**src/rtl/contra_pal_pkg.sv**
```systemverilog
// contra_pal_pkg: shared types and constants for the palette encoder slice.
// Holds the RGB444 pixel struct, palette/distance sizing constants, the
// encoder FSM state enum and a small per-channel absolute difference helper.
package contra_pal_pkg;

    // One RGB444 pixel, packed as {red, green, blue}.
    typedef struct packed {
        logic [3:0] r;
        logic [3:0] g;
        logic [3:0] b;
    } rgb444_t;

    localparam int PAL_ENTRIES = 8;
    localparam int IDX_W       = 3;
    localparam int DIST_W      = 6;

    // Larger than any real L1 distance (max 45), so entry 0 always wins first.
    localparam logic [DIST_W-1:0] DIST_MAX = 6'd63;

    typedef enum logic [1:0] {
        ST_IDLE   = 2'd0,
        ST_SEARCH = 2'd1,
        ST_DONE   = 2'd2
    } pal_state_e;

    // Absolute difference of two unsigned 4-bit channel values.
    function automatic logic [3:0] absDiff4(input logic [3:0] x, input logic [3:0] y);
        return (x >= y) ? (x - y) : (y - x);
    endfunction

endpackage

```
**src/rtl/contra_rgb_distance.sv**
```systemverilog
// contra_rgb_distance: combinational L1 distance between two RGB444 colours.
// Each channel term is 0..15, so the 6-bit sum tops out at 45 and never wraps.
module contra_rgb_distance
    import contra_pal_pkg::*;
(
    input  rgb444_t           a_i,
    input  rgb444_t           b_i,
    output logic [DIST_W-1:0] dist_o
);

    logic [3:0] diffR;
    logic [3:0] diffG;
    logic [3:0] diffB;

    // Per-channel magnitudes widened before summing so the carry is kept.
    always_comb begin
        diffR  = absDiff4(a_i.r, b_i.r);
        diffG  = absDiff4(a_i.g, b_i.g);
        diffB  = absDiff4(a_i.b, b_i.b);
        dist_o = DIST_W'(diffR) + DIST_W'(diffG) + DIST_W'(diffB);
    end

endmodule

```
**src/rtl/contra_palette_encoder.sv**
```systemverilog
// contra_palette_encoder: maps a 12-bit RGB444 pixel to the 3-bit index of the
// nearest entry in a loadable 8-entry palette, scanning one entry per clock.
// Optional build macro: CONTRA_PAL_EARLY_EXIT_EN - when defined, an exact
// colour match (distance 0) ends the scan immediately; results are unchanged.
module contra_palette_encoder
    import contra_pal_pkg::*;
#(
    parameter int PAL_ENTRIES = contra_pal_pkg::PAL_ENTRIES,
    parameter int IDX_W       = contra_pal_pkg::IDX_W
) (
    input  logic              Clk,
    input  logic              Reset,
    input  logic              pal_we,
    input  logic [IDX_W-1:0]  pal_waddr,
    input  logic [11:0]       pal_wdata,
    output logic              pal_wready,
    input  logic              s_valid,
    output logic              s_ready,
    input  logic [11:0]       s_rgb,
    output logic              m_valid,
    input  logic              m_ready,
    output logic [IDX_W-1:0]  m_index,
    output logic [DIST_W-1:0] m_dist
);

    pal_state_e        state_q;
    pal_state_e        state_d;
    rgb444_t           palette_q [PAL_ENTRIES];
    rgb444_t           pixel_q;
    rgb444_t           pixel_d;
    logic [IDX_W-1:0]  scanIdx_q;
    logic [IDX_W-1:0]  scanIdx_d;
    logic [IDX_W-1:0]  bestIdx_q;
    logic [IDX_W-1:0]  bestIdx_d;
    logic [DIST_W-1:0] bestDist_q;
    logic [DIST_W-1:0] bestDist_d;
    logic [DIST_W-1:0] curDist;
    logic              lastEntry;
    logic              palWrite;

    // Single shared distance unit, fed by the entry currently under scan.
    contra_rgb_distance uDistance (
        .a_i    (pixel_q),
        .b_i    (palette_q[scanIdx_q]),
        .dist_o (curDist)
    );

    // Handshake outputs; the Reset gating keeps everything quiet while reset is held.
    always_comb begin
        s_ready    = 1'b0;
        pal_wready = 1'b0;
        m_valid    = 1'b0;
        m_index    = '0;
        m_dist     = '0;
        if (!Reset) begin
            s_ready    = (state_q == ST_IDLE);
            pal_wready = (state_q == ST_IDLE);
            m_valid    = (state_q == ST_DONE);
            if (state_q == ST_DONE) begin
                m_index = bestIdx_q;
                m_dist  = bestDist_q;
            end
        end
        palWrite  = pal_we && pal_wready;
        lastEntry = (scanIdx_q == IDX_W'(PAL_ENTRIES - 1));
    end

    // Palette storage; writes only land while idle so a running scan sees a frozen table.
    always_ff @(posedge Clk) begin
        if (Reset) begin
            for (int e = 0; e < PAL_ENTRIES; e++) begin
                palette_q[e] <= '0;
            end
        end else if (palWrite) begin
            palette_q[pal_waddr] <= rgb444_t'(pal_wdata);
        end
    end

    // Next-state logic: accept in IDLE, compare one entry per cycle, hold in DONE.
    always_comb begin
        state_d    = state_q;
        pixel_d    = pixel_q;
        scanIdx_d  = scanIdx_q;
        bestIdx_d  = bestIdx_q;
        bestDist_d = bestDist_q;
        case (state_q)
            ST_IDLE: begin
                if (s_valid) begin
                    pixel_d    = rgb444_t'(s_rgb);
                    scanIdx_d  = '0;
                    bestIdx_d  = '0;
                    bestDist_d = DIST_MAX;
                    state_d    = ST_SEARCH;
                end
            end
            ST_SEARCH: begin
                // Strict less-than: on a tie the earlier (lower) index is kept.
                if (curDist < bestDist_q) begin
                    bestIdx_d  = scanIdx_q;
                    bestDist_d = curDist;
                end
                scanIdx_d = scanIdx_q + IDX_W'(1);
                if (lastEntry) begin
                    state_d = ST_DONE;
                end
`ifdef CONTRA_PAL_EARLY_EXIT_EN
                // Nothing can beat an exact hit, so stop scanning right here.
                if (curDist == '0) begin
                    state_d = ST_DONE;
                end
`else
`endif
            end
            ST_DONE: begin
                // Going back through IDLE guarantees no accept on the consuming edge.
                if (m_ready) begin
                    state_d = ST_IDLE;
                end
            end
            default: begin
                state_d = ST_IDLE;
            end
        endcase
    end

    // Search state registers; reset abandons any pixel in flight.
    always_ff @(posedge Clk) begin
        if (Reset) begin
            state_q    <= ST_IDLE;
            pixel_q    <= '0;
            scanIdx_q  <= '0;
            bestIdx_q  <= '0;
            bestDist_q <= '0;
        end else begin
            state_q    <= state_d;
            pixel_q    <= pixel_d;
            scanIdx_q  <= scanIdx_d;
            bestIdx_q  <= bestIdx_d;
            bestDist_q <= bestDist_d;
        end
    end

endmodule
```
**config.mk**
```make
export PLATFORM = sky130hd
export DESIGN_NAME = contra_palette_encoder
export DESIGN_NICKNAME = d
export VERILOG_FILES = /design/src/rtl/contra_pal_pkg.sv /design/src/rtl/contra_rgb_distance.sv /design/src/rtl/contra_palette_encoder.sv
export SDC_FILE = /design/constraint.sdc
export NUM_CORES = 1
export LEC_CHECK = 0
export ABC_AREA = 0
export BUFFER_PORTS_ARGS = -buffer_cell sky130_fd_sc_hd__buf_2
export CAP_MARGIN = 15
export CORE_MARGIN = 1
export CORE_UTILIZATION = 30
export DETAILED_ROUTE_END_ITERATION = 10
export PLACE_DENSITY_LB_ADDON = 0.2
export SLEW_MARGIN = 20
export SYNTH_ARGS = -nofsm -noshare
export SYNTH_HDL_FRONTEND = slang
export SYNTH_SLANG_ARGS = --single-unit
export TNS_END_PERCENT = 5
```
**constraint.sdc**
```tcl
create_clock -name Clk -period 7.85 [get_ports Clk]
set_clock_uncertainty 0.2 [all_clocks]
set_input_delay 1.1775 -clock Clk [delete_from_list [all_inputs] [get_ports Clk]]
set_output_delay 1.1775 -clock Clk [all_outputs]
set_load 0.005 [all_outputs]
```
==> flow_metrics.tcl, run 1 <==
set metrics [dict create \
    antenna_found_initial 0 \
    grt.total_usage 0.1405 \
    fmax_mhz 159.1 \
    hold_ws_ps 268.9 \
    gp_congestion 0.7745 \
    cts_buffers 17 \
    cts_buffer_depth 2 \
    clock-sinks 125 \
    die_w_um 150.2 \
    timing.setup.tns_ps 0 \
    ys_seq_area_frac 0.5253 \
    cts_tree "built" \
    layout.nets 650 \
    cts_hold_buf 0 \
    cts_setup_buffers 0 \
    drive_gt1_frac 0.1993 \
    routed_wl_um 14630 \
    final_antenna_net_count 0 \
    r2r_cells 18 \
    worst_ep_arrival_time_ps 6350 \
    startpoint_type "register" \
    maxCapViolCount 0 \
    rsz0062_at_grt "false" \
    grt_pass1_wl_um 23040 \
    status "completed" \
    leakage_nw 3.025 \
    wl_per_cell_um 16.97 \
    numPortBuffers 43 \
    setup_violations 0 \
    hp-class "register to register" \
    firstDrtPassIters 4 \
    synthCells 534 \
    antenna_cells 0 \
    drt_iter0_drc 147 \
    cts_max_level 4 \
    core_area_um2 21290 \
    cts-root-buf "clkbuf_16" \
    slew_headroom 0.3000 \
    synth_nets 610 \
    placed_area_um2 7072 \
    grt_pass1_vias 4298 \
    grt-ovfl-total 0 \
    min_period_over_period 0.8007 \
    netlist_area_um2 6593 \
    synth_cell_type_count 37 \
    syn2layout_area_growth_pct 16.17 \
    design_area_um2 7659 \
    die-area_um2 22570 \
    clk_pin_slew_worst_paths_ps 60 \
    crit_type "register to register" \
    ios 44 \
    placementRows 53 \
    cp.required_ps 7910 \
    ys_seq_elements 125 \
    dpl.hpwl_um 10260 \
    dieHeight_um 150.2 \
    cp-end-kind "register" \
    finalHoldViolations 0 \
    grt_max_degree 37 \
    dpl_worst_slack_ps 1474 \
    dr_total_vias 4019 \
    holdCritStartpoint "bestIdx_q[2]" \
    post-route-drc-count 0 \
    fin_util 0.3598 \
    layout_min_cycle_time_ps 6286 \
    critPathMaxFanout 18 \
    synth_warnings 0 \
    ir_drop_v 0.0001532 \
    power.density_nw_per_um2 278.3 \
    final.setup.worst_slack_ps 1564 \
    tightest_slew_ps 1046 \
    slew_viol_final 0 \
    min_path_cells 2 \
    viasPerCell 4.662 \
    cts_resized 0 \
    syn_avg_cell_area_um2 12.35 \
    initial_utilization 0.3097 \
    clock_latency_ps 410 \
]
final cells by class:
class / count / area [um2]
fill: 2072 / 13630
timing repair buffer: 48 / 252.7
inverter: 32 / 120.1
clock buffer: 18 / 429.2
sequential: 125 / 3465
multi-input combinational: 350 / 2890
tap: 275 / 344.1
clock inverter: 14 / 157.7
cells in the mapped netlist:
| cell type | number | area (um2) |
|---|---|---|
| a2111oi_4 | 1 | 27.53 |
| a211oi_1 | 1 | 7.510 |
| a21o_1 | 10 | 75.07 |
| a21oi_1 | 33 | 165.2 |
| a22oi_1 | 1 | 7.510 |
| a311oi_1 | 5 | 43.79 |
| a31oi_1 | 1 | 6.260 |
| and2_1 | 106 | 663.1 |
| and3_1 | 1 | 6.260 |
| buf_1 | 1 | 3.750 |
| buf_2 | 5 | 25.02 |
| buf_4 | 1 | 7.510 |
| buf_6 | 1 | 11.26 |
| clkbuf_1 | 19 | 71.32 |
| dfxtp_1 | 29 | 580.6 |
| edfxtp_1 | 96 | 2883 |
| fa_1 | 8 | 160.2 |
| ha_1 | 36 | 450.4 |
| inv_1 | 32 | 120.1 |
| mux2_2 | 3 | 33.78 |
| mux2i_1 | 18 | 180.2 |
| mux4_2 | 24 | 540.5 |
| nand2_1 | 31 | 116.4 |
| nand2b_1 | 4 | 25.02 |
| nand3_1 | 10 | 50.05 |
| nand3b_1 | 1 | 7.510 |
| nor2_1 | 20 | 75.07 |
| nor2b_1 | 1 | 6.260 |
| nor3_1 | 8 | 40.04 |
| nor3b_1 | 2 | 15.01 |
| o21a_1 | 1 | 7.510 |
| o21ai_0 | 3 | 15.01 |
| o21ai_2 | 1 | 8.760 |
| o21ba_2 | 1 | 10.01 |
| or2_2 | 8 | 50.05 |
| xnor2_1 | 4 | 35.03 |
| xor2_1 | 7 | 61.31 |
cells by family (layout without fill, tap and decap cells):
kind of cell | after synthesis | in the layout | share of synthesized area
AOI/OAI and AO/OA | 58 | 58 | 0.05675
xor gates and xnor gates | 11 | 11 | 0.01461
adders and majority gates | 44 | 44 | 0.09262
buffers and inverters | 59 | 112 | 0.03625
DFF | 125 | 125 | 0.5253
muxes | 45 | 45 | 0.1144
and+or+nand+nor | 192 | 192 | 0.1600
metal layers:
layer	track usage	routed length, um	share of wire	vias up
met1	0.1686	6597	0.45	1980
met3	0.03515	438	0.030	7
met5	0	0	0	-
met4	0.03939	89	0.0061	0
met2	0.2481	7503	0.51	65
li1	-	-	-	1967
final timing paths:
path	to	slack (ps)
setup / recovery	bestDist_q[1]	1560
hold / removal	bestIdx_q[2]	270
setup reg to reg	bestDist_q[1]	1560
hold reg to reg	bestIdx_q[2]	270
where the power goes:
| group | internal, W | total (W) | switching [W] |
|---|---|---|---|
| Combinational | 0.000243 | 0.000569 | 0.000326 |
| Clock | 0.000473 | 0.000786 | 0.000313 |
| Sequential | 0.000753 | 0.000776 | 0.0000237 |
| Total | 0.00147 | 0.00213 | 0.000663 |
through the flow:
step           instances  power, W
3_3_place_gp         830  0.001349
5_1_grt              862  0.002254
3_5_place_dp         830  0.001361
4_1_cts              862  0.002152
6_report             862  0.002132
2_1_floorplan        534  0.001242
critical path, cell delays in order, from the launching register on:
cell and delay [ps]:
dfxtp_2 770, mux4_2 630, mux2i_1 330, inv_1 140
ha_1 350, a21oi_1 80, o21ai_0 390, mux2_2 430
fa_1 540, fa_1 460, a21o_1 200, a21oi_1 160
xor2_1 230, ha_1 280, and3_1 200, a2111oi_4 240
o21ai_2 240, nor3_1 200, a311oi_1 70
layout by cell type (no fill, tap or decap), types with 2 or more instances in the layout:
master,count
a21o_1,10
a21oi_1,33
a311oi_1,5
and2_1,106
buf_2,43
buf_4,5
bufinv_16,2
clkbuf_16,17
clkinvlp_4,4
dfxtp_1,28
edfxtp_1,96
fa_1,8
ha_1,36
inv_1,32
inv_6,5
mux2_2,3
mux2i_1,18
mux4_2,24
nand2_1,31
nand2b_1,4
nand3_1,10
nor2_1,20
nor3_1,8
nor3b_1,2
o21ai_0,3
or2_2,8
xnor2_1,4
xor2_1,7
sequential cells by signal (all words and copies together) (netlist names), named ones only:
register and flops:
bestIdx_q 3, bestDist_q 6, state_q 2, scanIdx_q 3
palette_q 96, pixel_q 12
Power figures use the tool's default switching activity.
==> inputs of run 2 (changes only) <==
clock period = 6.5 ns   (was 7.85 ns; I/O delays follow)
==> run 2 against run 1 <==
Wire length is 2.8% higher; clock power is 23% higher; hold slack better by 4.2 ps; register-to-register slack worse by 880 ps; count of clock-buffer cells in the layout is 1 lower; core utilization is 0.28 points higher; design area is 0.78% higher; non-clock buffer count is 2 higher.
==> flow_metrics.tcl, run 2 (same netlist as run 1, synthesis figures left out) <==
set metrics [dict create \
    cts-root-buf "clkbuf_16" \
    tightest_slew_ps 1091 \
    crit_type "register to register" \
    fmax_mhz 171.9 \
    antenna_cells 0 \
    slew_headroom 0.2700 \
    dieHeight_um 150.2 \
    mostFrequentLayoutCells "and2_1, edfxtp_1, buf_2, ha_1, a21oi_1" \
    grt-ovfl-total 0 \
    cts_buffers 17 \
    grt_pass1_wl_um 23580 \
    rsz0062_at_grt "false" \
    clock-sinks 125 \
    grt_max_degree 37 \
    ir_drop_v 0.0001611 \
    largest-register "palette_q" \
    largest_register_ffs 96 \
    hp-class "register to register" \
    power.density_nw_per_um2 337.7 \
    drt_iter0_drc 156 \
    cts_hold_buf 0 \
    worst_ep_arrival_time_ps 5900 \
    cts_resized 0 \
    wl_per_cell_um 17.41 \
    core_area_um2 21290 \
    cts_buffer_depth 2 \
    dpl.hpwl_um 10120 \
    layout.nets 652 \
    die-area_um2 22570 \
    cts_tree "built" \
    startpoint_type "register" \
    cp-end-kind "register" \
    timing.setup.tns_ps 0 \
    min_period_over_period 0.8952 \
    setup_violations 0 \
    layout_min_cycle_time_ps 5819 \
    placementRows 53 \
    syn2layout_area_growth_pct 17.08 \
    post-route-drc-count 0 \
    ios 44 \
    final_common_cell "and2_1" \
    dr_total_vias 4030 \
    final_antenna_net_count 0 \
    leakage_nw 3.062 \
    cp.required_ps 6580 \
    antenna_found_initial 0 \
    drive_gt1_frac 0.2071 \
    dp_cells 832 \
    viasPerCell 4.664 \
    grt_pass1_vias 4313 \
    clk_pin_slew_worst_paths_ps 60 \
    finalHoldViolations 0 \
    reg_top3 "palette_q (96), pixel_q (12), bestDist_q (6)" \
    initial_utilization 0.3097 \
    clock_latency_ps 420 \
    fin_cells 864 \
    firstDrtPassIters 4 \
    cts_setup_buffers 0 \
    routed_wl_um 15040 \
    die_w_um 150.2 \
    fillers 2047 \
    grt.total_usage 0.1454 \
    gp_congestion 0.8399 \
    maxCapViolCount 0 \
    status "completed" \
    numPortBuffers 43 \
    cts_max_level 4 \
    critPathMaxFanout 24 \
    slew_viol_final 0 \
]
## run 2: cell count changes in the layout (fill, tap and decap cells not counted)
| cell | previous run | this run |
|---|---|---|
| inv_8 | 1 | 4 |
| clkbuf_1 | 1 | 0 |
| inv_6 | 5 | 2 |
| clkinvlp_4 | 4 | 1 |
| clkinv_1 | 1 | 0 |
| buf_12 | 0 | 2 |
| nor2_2 | 0 | 1 |
| clkinv_4 | 1 | 5 |
| clkinv_2 | 0 | 1 |
| nor2_1 | 20 | 19 |
## run 2: path summary, 6_finish.rpt
check / slack (ps) / end / depth (start not counted) / start
setup / recovery: 680 / bestDist_q[0] / 21 / register
hold reg to reg: 270 / bestIdx_q[2] / 2 / bestIdx_q[2]
hold / removal: 270 / bestIdx_q[2] / 2 / bestIdx_q[2]
setup reg to reg: 680 / bestDist_q[0] / 21 / register
## run 2: cell type report
cell class | count | area [um2] | share of cell area
inverters | 32 | 120.1 | 0.01556
well taps | 275 | 344.1 | 0.04458
repair buffers | 50 | 292.8 | 0.03793
multi-input cells | 350 | 2893 | 0.3748
flip-flops and latches | 125 | 3465 | 0.4489
clock inverters | 15 | 178.9 | 0.02318
clock buffers | 17 | 425.4 | 0.05511
## run 2: through the flow
stage | hold slack (ps) | utilization | cell area (um2) | total power [W] | setup slack, ps
CTS | 272.4 | 0.3625 | 7716 | 0.002638 | 684.2
floorplan | 240.6 | - | 6593 | 0.001500 | 735.3
global placement | 260.0 | 0.3341 | 7112 | 0.001634 | 817.0
detailed placement | 263.3 | 0.3341 | 7112 | 0.001659 | 700.7
finish | 273.1 | 0.3626 | 7719 | 0.002606 | 681.1
global route | 307.4 | 0.3626 | 7719 | 0.002767 | 244.9
## run 2: layer usage
layer	track usage	routed length, um	vias up
li1	-	-	1974
met1	0.1772	6792	1977
met2	0.2525	7539	65
met3	0.02818	515	14
met4	0.05657	197	0
met5	0	0	-
## run 2: power by group
group          internal [W]  switching, W  total [W]
registers          0.000909     0.0000221   0.000931
logic              0.000301      0.000406   0.000707
clock network      0.000579      0.000390   0.000968
total               0.00179      0.000818    0.00261
## run 2: critical path: stages, from the launching register on
cell	delay, ps
dfxtp_2	340
buf_12	230
mux4_2	520
mux2i_1	370
inv_1	80
ha_1	190
inv_1	90
fa_1	200
a21oi_1	50
o21ai_0	240
mux2_2	410
fa_1	510
fa_1	450
a21o_1	200
a21oi_1	160
xor2_1	210
ha_1	270
and3_1	200
a2111oi_4	230
o21ai_2	240
nor3_1	210
nor3_1	80
